### config.mk
export PLATFORM = sky130hd
export DESIGN_NAME = pipe_stage_skid_flat
export DESIGN_NICKNAME = d
export VERILOG_FILES = /design/src/rtl/pipe_stage_skid_if.sv /design/src/rtl/pipe_stage_skid.sv /design/src/flat_wrapper.sv
export SDC_FILE = /design/constraint.sdc
export NUM_CORES = 1
export LEC_CHECK = 0
export BUFFER_PORTS_ARGS = -buffer_cell sky130_fd_sc_hd__clkbuf_2
export CAP_MARGIN = 25
export CORE_MARGIN = 3
export CORE_UTILIZATION = 30
export CTS_CLUSTER_SIZE = 25
export DETAILED_ROUTE_END_ITERATION = 16
export GPL_TIMING_DRIVEN = 0
export PLACE_DENSITY_LB_ADDON = 0.1
export SLEW_MARGIN = 20
export SYNTH_ARGS = -nofsm -noshare
export SYNTH_HDL_FRONTEND = slang
export SYNTH_SLANG_ARGS = --single-unit
### constraint.sdc
create_clock -name clk -period 1.91 [get_ports clk]
set_input_delay 0.191 -clock clk [delete_from_list [all_inputs] [get_ports clk]]
set_output_delay 0.191 -clock clk [all_outputs]
set_load 0.05 [all_outputs]
### src/rtl/pipe_stage_skid_if.sv
// Handshake bundle between an upstream producer, the elastic stage and
// a downstream consumer. The stage uses the slave view; the driver of
// the stage (testbench or surrounding pipeline) uses the master view.
interface pipe_stage_skid_if #(
   parameter int DW = 64
);
   logic          hold_i;
   logic          flush_i;
   logic          in_valid_i;
   logic          in_ready_o;
   logic [DW-1:0] in_data_i;
   logic          out_valid_o;
   logic          out_ready_i;
   logic [DW-1:0] out_data_o;
   logic [1:0]    count_o;

   modport slave (
      input  hold_i, flush_i, in_valid_i, in_data_i, out_ready_i,
      output in_ready_o, out_valid_o, out_data_o, count_o
   );

   modport master (
      output hold_i, flush_i, in_valid_i, in_data_i, out_ready_i,
      input  in_ready_o, out_valid_o, out_data_o, count_o
   );
endinterface

### src/rtl/pipe_stage_skid.sv
// Elastic pipeline stage: one output (main) register plus one skid
// register behind a valid/ready handshake. The upstream ready depends only
// on registered state and hold, so the stage breaks the ready path while
// still sustaining one transfer per cycle. Empty or flushed entries carry
// the BUBBLE value so downstream always sees a harmless payload.
module pipe_stage_skid #(
   parameter int            DW     = 64,
   parameter logic [DW-1:0] BUBBLE = {DW{1'b0}}
) (
   input logic              clk,
   input logic              rst,
   pipe_stage_skid_if.slave bus
);

   typedef enum logic [1:0] {
      EMPTY = 2'd0,
      ONE   = 2'd1,
      FULL  = 2'd2
   } state_t;

   state_t        state_p0, state_nxt;
   logic [DW-1:0] main_data_p0, main_data_nxt;
   logic [DW-1:0] skid_data_p0, skid_data_nxt;
   logic          push, pop;
   logic          in_ready, out_valid;

   // Handshake qualifiers: registered state gated only by hold.
   always_comb begin
      in_ready  = (state_p0 != FULL) && !bus.hold_i;
      out_valid = (state_p0 != EMPTY) && !bus.hold_i;
      push      = bus.in_valid_i && in_ready;
      pop       = out_valid && bus.out_ready_i;
   end

   assign bus.in_ready_o  = in_ready;
   assign bus.out_valid_o = out_valid;
   assign bus.out_data_o  = main_data_p0;
   assign bus.count_o     = 2'(state_p0);

   // Next-state and next-payload; flush beats handshake, hold blocks it.
   always_comb begin
      state_nxt     = state_p0;
      main_data_nxt = main_data_p0;
      skid_data_nxt = skid_data_p0;
      if (bus.flush_i) begin
         state_nxt     = EMPTY;
         main_data_nxt = BUBBLE;
         skid_data_nxt = BUBBLE;
      end else begin
         case (state_p0)
            EMPTY: begin
               if (push) begin
                  state_nxt     = ONE;
                  main_data_nxt = bus.in_data_i;
               end
            end
            ONE: begin
               if (push && pop) begin
                  main_data_nxt = bus.in_data_i;
               end else if (push) begin
                  state_nxt     = FULL;
                  skid_data_nxt = bus.in_data_i;
               end else if (pop) begin
                  state_nxt     = EMPTY;
                  main_data_nxt = BUBBLE;
               end
            end
            FULL: begin
               // The skid entry is older than anything upstream, so it
               // moves forward and no new input is taken this cycle.
               if (pop) begin
                  state_nxt     = ONE;
                  main_data_nxt = skid_data_p0;
                  skid_data_nxt = BUBBLE;
               end
            end
            default: begin
               state_nxt     = EMPTY;
               main_data_nxt = BUBBLE;
               skid_data_nxt = BUBBLE;
            end
         endcase
      end
   end

   // State and payload registers; reset returns both entries to BUBBLE.
   always_ff @(posedge clk) begin
      if (rst) begin
         state_p0     <= EMPTY;
         main_data_p0 <= BUBBLE;
         skid_data_p0 <= BUBBLE;
      end else begin
         state_p0     <= state_nxt;
         main_data_p0 <= main_data_nxt;
         skid_data_p0 <= skid_data_nxt;
      end
   end

endmodule
### src/flat_wrapper.sv
// flat-port wrapper written by rule: the top's interface ports become plain ports
module pipe_stage_skid_flat 
#(
   parameter int            DW     = 64,
   parameter logic [DW-1:0] BUBBLE = {DW{1'b0}}
)
  (clk, rst, bus_hold_i, bus_flush_i, bus_in_valid_i, bus_in_data_i, bus_out_ready_i, bus_in_ready_o, bus_out_valid_o, bus_out_data_o, bus_count_o);
  pipe_stage_skid_if #(.DW(DW)) bus_i ();
  input logic clk;
  input logic rst;
  input wire logic [$bits(bus_i.hold_i)-1:0] bus_hold_i;
  input wire logic [$bits(bus_i.flush_i)-1:0] bus_flush_i;
  input wire logic [$bits(bus_i.in_valid_i)-1:0] bus_in_valid_i;
  input wire logic [$bits(bus_i.in_data_i)-1:0] bus_in_data_i;
  input wire logic [$bits(bus_i.out_ready_i)-1:0] bus_out_ready_i;
  output wire logic [$bits(bus_i.in_ready_o)-1:0] bus_in_ready_o;
  output wire logic [$bits(bus_i.out_valid_o)-1:0] bus_out_valid_o;
  output wire logic [$bits(bus_i.out_data_o)-1:0] bus_out_data_o;
  output wire logic [$bits(bus_i.count_o)-1:0] bus_count_o;
  assign bus_i.hold_i = bus_hold_i;
  assign bus_i.flush_i = bus_flush_i;
  assign bus_i.in_valid_i = bus_in_valid_i;
  assign bus_i.in_data_i = bus_in_data_i;
  assign bus_i.out_ready_i = bus_out_ready_i;
  assign bus_in_ready_o = bus_i.in_ready_o;
  assign bus_out_valid_o = bus_i.out_valid_o;
  assign bus_out_data_o = bus_i.out_data_o;
  assign bus_count_o = bus_i.count_o;
  pipe_stage_skid #(.DW(DW), .BUBBLE(BUBBLE)) u_core (.clk(clk), .rst(rst), .bus(bus_i));
endmodule
==> flow_metrics.py <==
metrics = {
    "status": {
        "status": "finished clean",
    },
    "layout": {
        "nets": 1073,
        "antennaDiodeCount": 0,
        "final_util_pct": 37.9,
        "syn2layout_area_growth_pct": 23.9,
        "fill_cells": 2571,
        "drive_above_1_share_pct": 30.7,
    },
    "detailed_routing": {
        "drc": 0,
        "drtIter0Drc": 445,
        "drtAntennaViolNets": 0,
        "routed_wl_um": 25800,
        "avgViaCountPerCell": 5.37,
        "drt-wirelength-per-cell_um": 19.3,
        "first_pass_iters": 5,
        "vias": 7187,
    },
    "logic_synthesis": {
        "syn_avg_cell_area_um2": 8.80,
        "yosys_warnings": 0,
        "syn-num-nets": 919,
        "synth_seq_cells": 130,
        "ys_seq_area_share_pct": 34.9,
        "syn_inst": 849,
        "synth_area_um2": 7470,
        "yosys-top-cells-area": "dfxtp_1, o32ai_2, nand3_1",
        "ys_types": 29,
        "synth.largest_area_cell": "dfxtp_1",
        "synth_top_area_share_pct": 34.9,
    },
    "setup_path": {
        "critPathMaxStageDelay_ns": 0.40,
        "slowest_stage": "dfxtp_2",
        "start_kind": "flop",
        "required_ns": 1.72,
        "cp_top_family": "buffers and inverters",
        "critPathArrivalTime_ns": 1.64,
        "path_class": "flop to output pin",
        "end_kind": "output pin",
        "worstPathMaxFanout": 10,
        "worst-path-buf-inv": 3,
        "crit_chain": "buf_8 -> buf_6 -> nor2_1 -> nor2_2 -> clkbuf_8",
    },
    "timing": {
        "finalHoldViolations": 0,
        "fmax_ghz": 0.547,
        "finalMaxSlewViolations": 0,
        "period_minus_slack_ns": 1.83,
        "worst_pin_slew_ns": 0.981,
        "worst_slack_ns": 0.0828,
        "skew_ns": 0.00597,
        "setup_violations": 0,
        "whs_ns": 0.0618,
        "rsz0062_at_grt": "no",
        "setup_tns_ns": 0,
        "timing.final.crit_share_pct": 95.7,
        "relSlewSlack_pct": 34.6,
    },
    "die": {
        "fp.dieH_um": 164,
        "start_util_pct": 30.6,
        "dieArea_um2": 26800,
        "rows": 57,
        "chipWidth_um": 164,
        "ioPinCount": 138,
        "coreArea_um2": 24400,
    },
    "clock_network": {
        "cts_tree": "yes",
        "clk_latency_ns": 0.42,
        "clock_path_buffers": 2,
        "cts.sinks": 130,
        "clockRootBuffer": "clkbuf_16",
        "htree_levels": 4,
        "clk_pin_slew_ns": 0.06,
        "cts-buffers-inserted": 17,
    },
    "pwr": {
        "powerDensity_nw_per_um2": 774,
        "seqPwrFrac_pct": 38.6,
        "p_sw_share_pct": 27.5,
        "p_int_uw": 5200,
        "switchingPower_uw": 1970,
        "p_clk_share_pct": 48.0,
        "power.leakage_uw": 0.00307,
        "fin_total_pwr_uw": 7160,
        "comb_power_share_pct": 13.4,
        "ir_worst_vdd_v": 0.000451,
    },
    "placement": {
        "place_congestion": 0.743,
        "dpl.hpwl_um": 18100,
        "dpl_worst_slack_ns": -0.167,
        "io_buffers": 135,
    },
    "grt": {
        "grt_overflow_total": 0,
        "grt_pass1_vias": 6977,
        "grt_pass1_wl_um": 40800,
        "gr-usage-all-layers_pct": 19.3,
        "grt_max_degree": 17,
        "antenna_found_initial": 1,
    },
    "job": {
        "maxCapViolCount": 0,
    },
    "min_path": {
        "hold_class": "primary input to flop",
    },
}
## tightest hold or removal path: cells and delay by family
kind / cells / cell delay, ns
buf+inv: 1 / 0.10
simple gates: 1 / 0.09
compound gates: 1 / 0.06
## metal layers
layer | routed length, µm | global-route usage (%) | vias to the layer above
met5 | 13 | 0 | -
met2 | 11600 | 29.6 | 147
met1 | 12800 | 28.1 | 3514
li1 | - | - | 3500
met4 | 270 | 5.00 | 2
met3 | 1000 | 3.25 | 24
## synthesized netlist by cell type
master,n
nand3_1,191
a21oi_1,131
dfxtp_1,130
mux2i_1,67
nand2_1,67
nand4b_1,64
o32ai_2,59
buf_2,49
clkbuf_1,36
buf_4,16
buf_6,9
nor2_1,6
o32ai_1,5
buf_1,4
a22oi_1,1
inv_1,1
inv_2,1
nand2b_1,1
nand2b_4,1
nand3b_1,1
nor2b_4,1
nor3_1,1
nor3b_2,1
o211ai_1,1
o21ai_0,1
o21ai_2,1
o21ai_4,1
o32a_1,1
or2_2,1
## cells by family (layout without fill, tap and decap cells)
family / count (synthesis) / count (layout) / share of synthesized area [%]
muxes: 67 / 67 / 8.98
AOI/OAI and AO/OA: 201 / 201 / 23.0
DFF: 130 / 130 / 34.9
and+or+nand+nor: 335 / 335 / 24.8
buffers and inverters: 116 / 282 / 8.36
## state kept, by name, indices dropped and copies added (netlist names)
signal                 cells
u_core.bus.out_data_o     64
u_core.skid_data_p0       64
u_core.bus.count_o         2
## cell type report
class	count	area (µm²)	area share, %
Buffer	114	676	7.30
Timing Repair Buffer	135	694	7.51
Tap cell	324	405	4.38
Sequential cell	130	2610	28.2
Multi-Input combinational cell	603	4260	46.1
Clock buffer	21	470	5.08
Inverter	2	7.51	0.0811
Clock inverter	10	133	1.43
## worst paths after layout
path,from,endpoint,slack (ns),depth (start not counted)
min,bus_in_data_i[7],u_core.skid_data_p0[7],0.06,3
max,u_core.bus.count_o[1],bus_out_valid_o,0.08,5
max reg2reg,u_core.bus.count_o[0],u_core.skid_data_p0[56],0.13,6
min reg2reg,u_core.bus.out_data_o[32],u_core.bus.out_data_o[32],0.46,2
## power by group through the flow
stage               Clock (µW)  Sequential, µW  Combinational (µW)
floorplan                    0            2930                 518
global placement             0            2820                 955
detailed placement           0            2820                 953
CTS                       3520            2760                 965
global route              3640            2770                1040
finish                    3440            2760                 960
## per-stage QoR
| stage | area (µm²) | std cells |
|---|---|---|
| 2_1_floorplan | 7470 | 849 |
| 3_3_place_gp | 8550 | 1308 |
| 6_report | 9250 | 1339 |
| 3_5_place_dp | 8550 | 1308 |
| 5_1_grt | 9250 | 1339 |
| 4_1_cts | 9240 | 1339 |
## cells in the final DEF, fill, tap and decap left out, types with 2 or more instances in the layout
cell,instances
buf_4,14
clkbuf_16,17
o32ai_1,5
nor2_1,5
mux2i_1,67
buf_6,12
dfxtp_2,2
clkbuf_2,135
buf_1,4
clkbuf_1,34
buf_2,44
dfxtp_1,128
nand2_1,67
a21oi_1,130
nand3_1,191
o21ai_4,2
clkinv_2,4
clkbuf_8,5
nand4b_1,64
bufinv_16,3
buf_8,4
o32ai_2,59
clkinvlp_4,3
## timing repair
action	4_1_cts	5_1_grt
setup endpoints to repair	10	9
resized for setup	23	7
gates cloned	0	0
buffers inserted	0	0
hold buffers	0	0
Note: power is estimated with default switching activity, not from simulation.
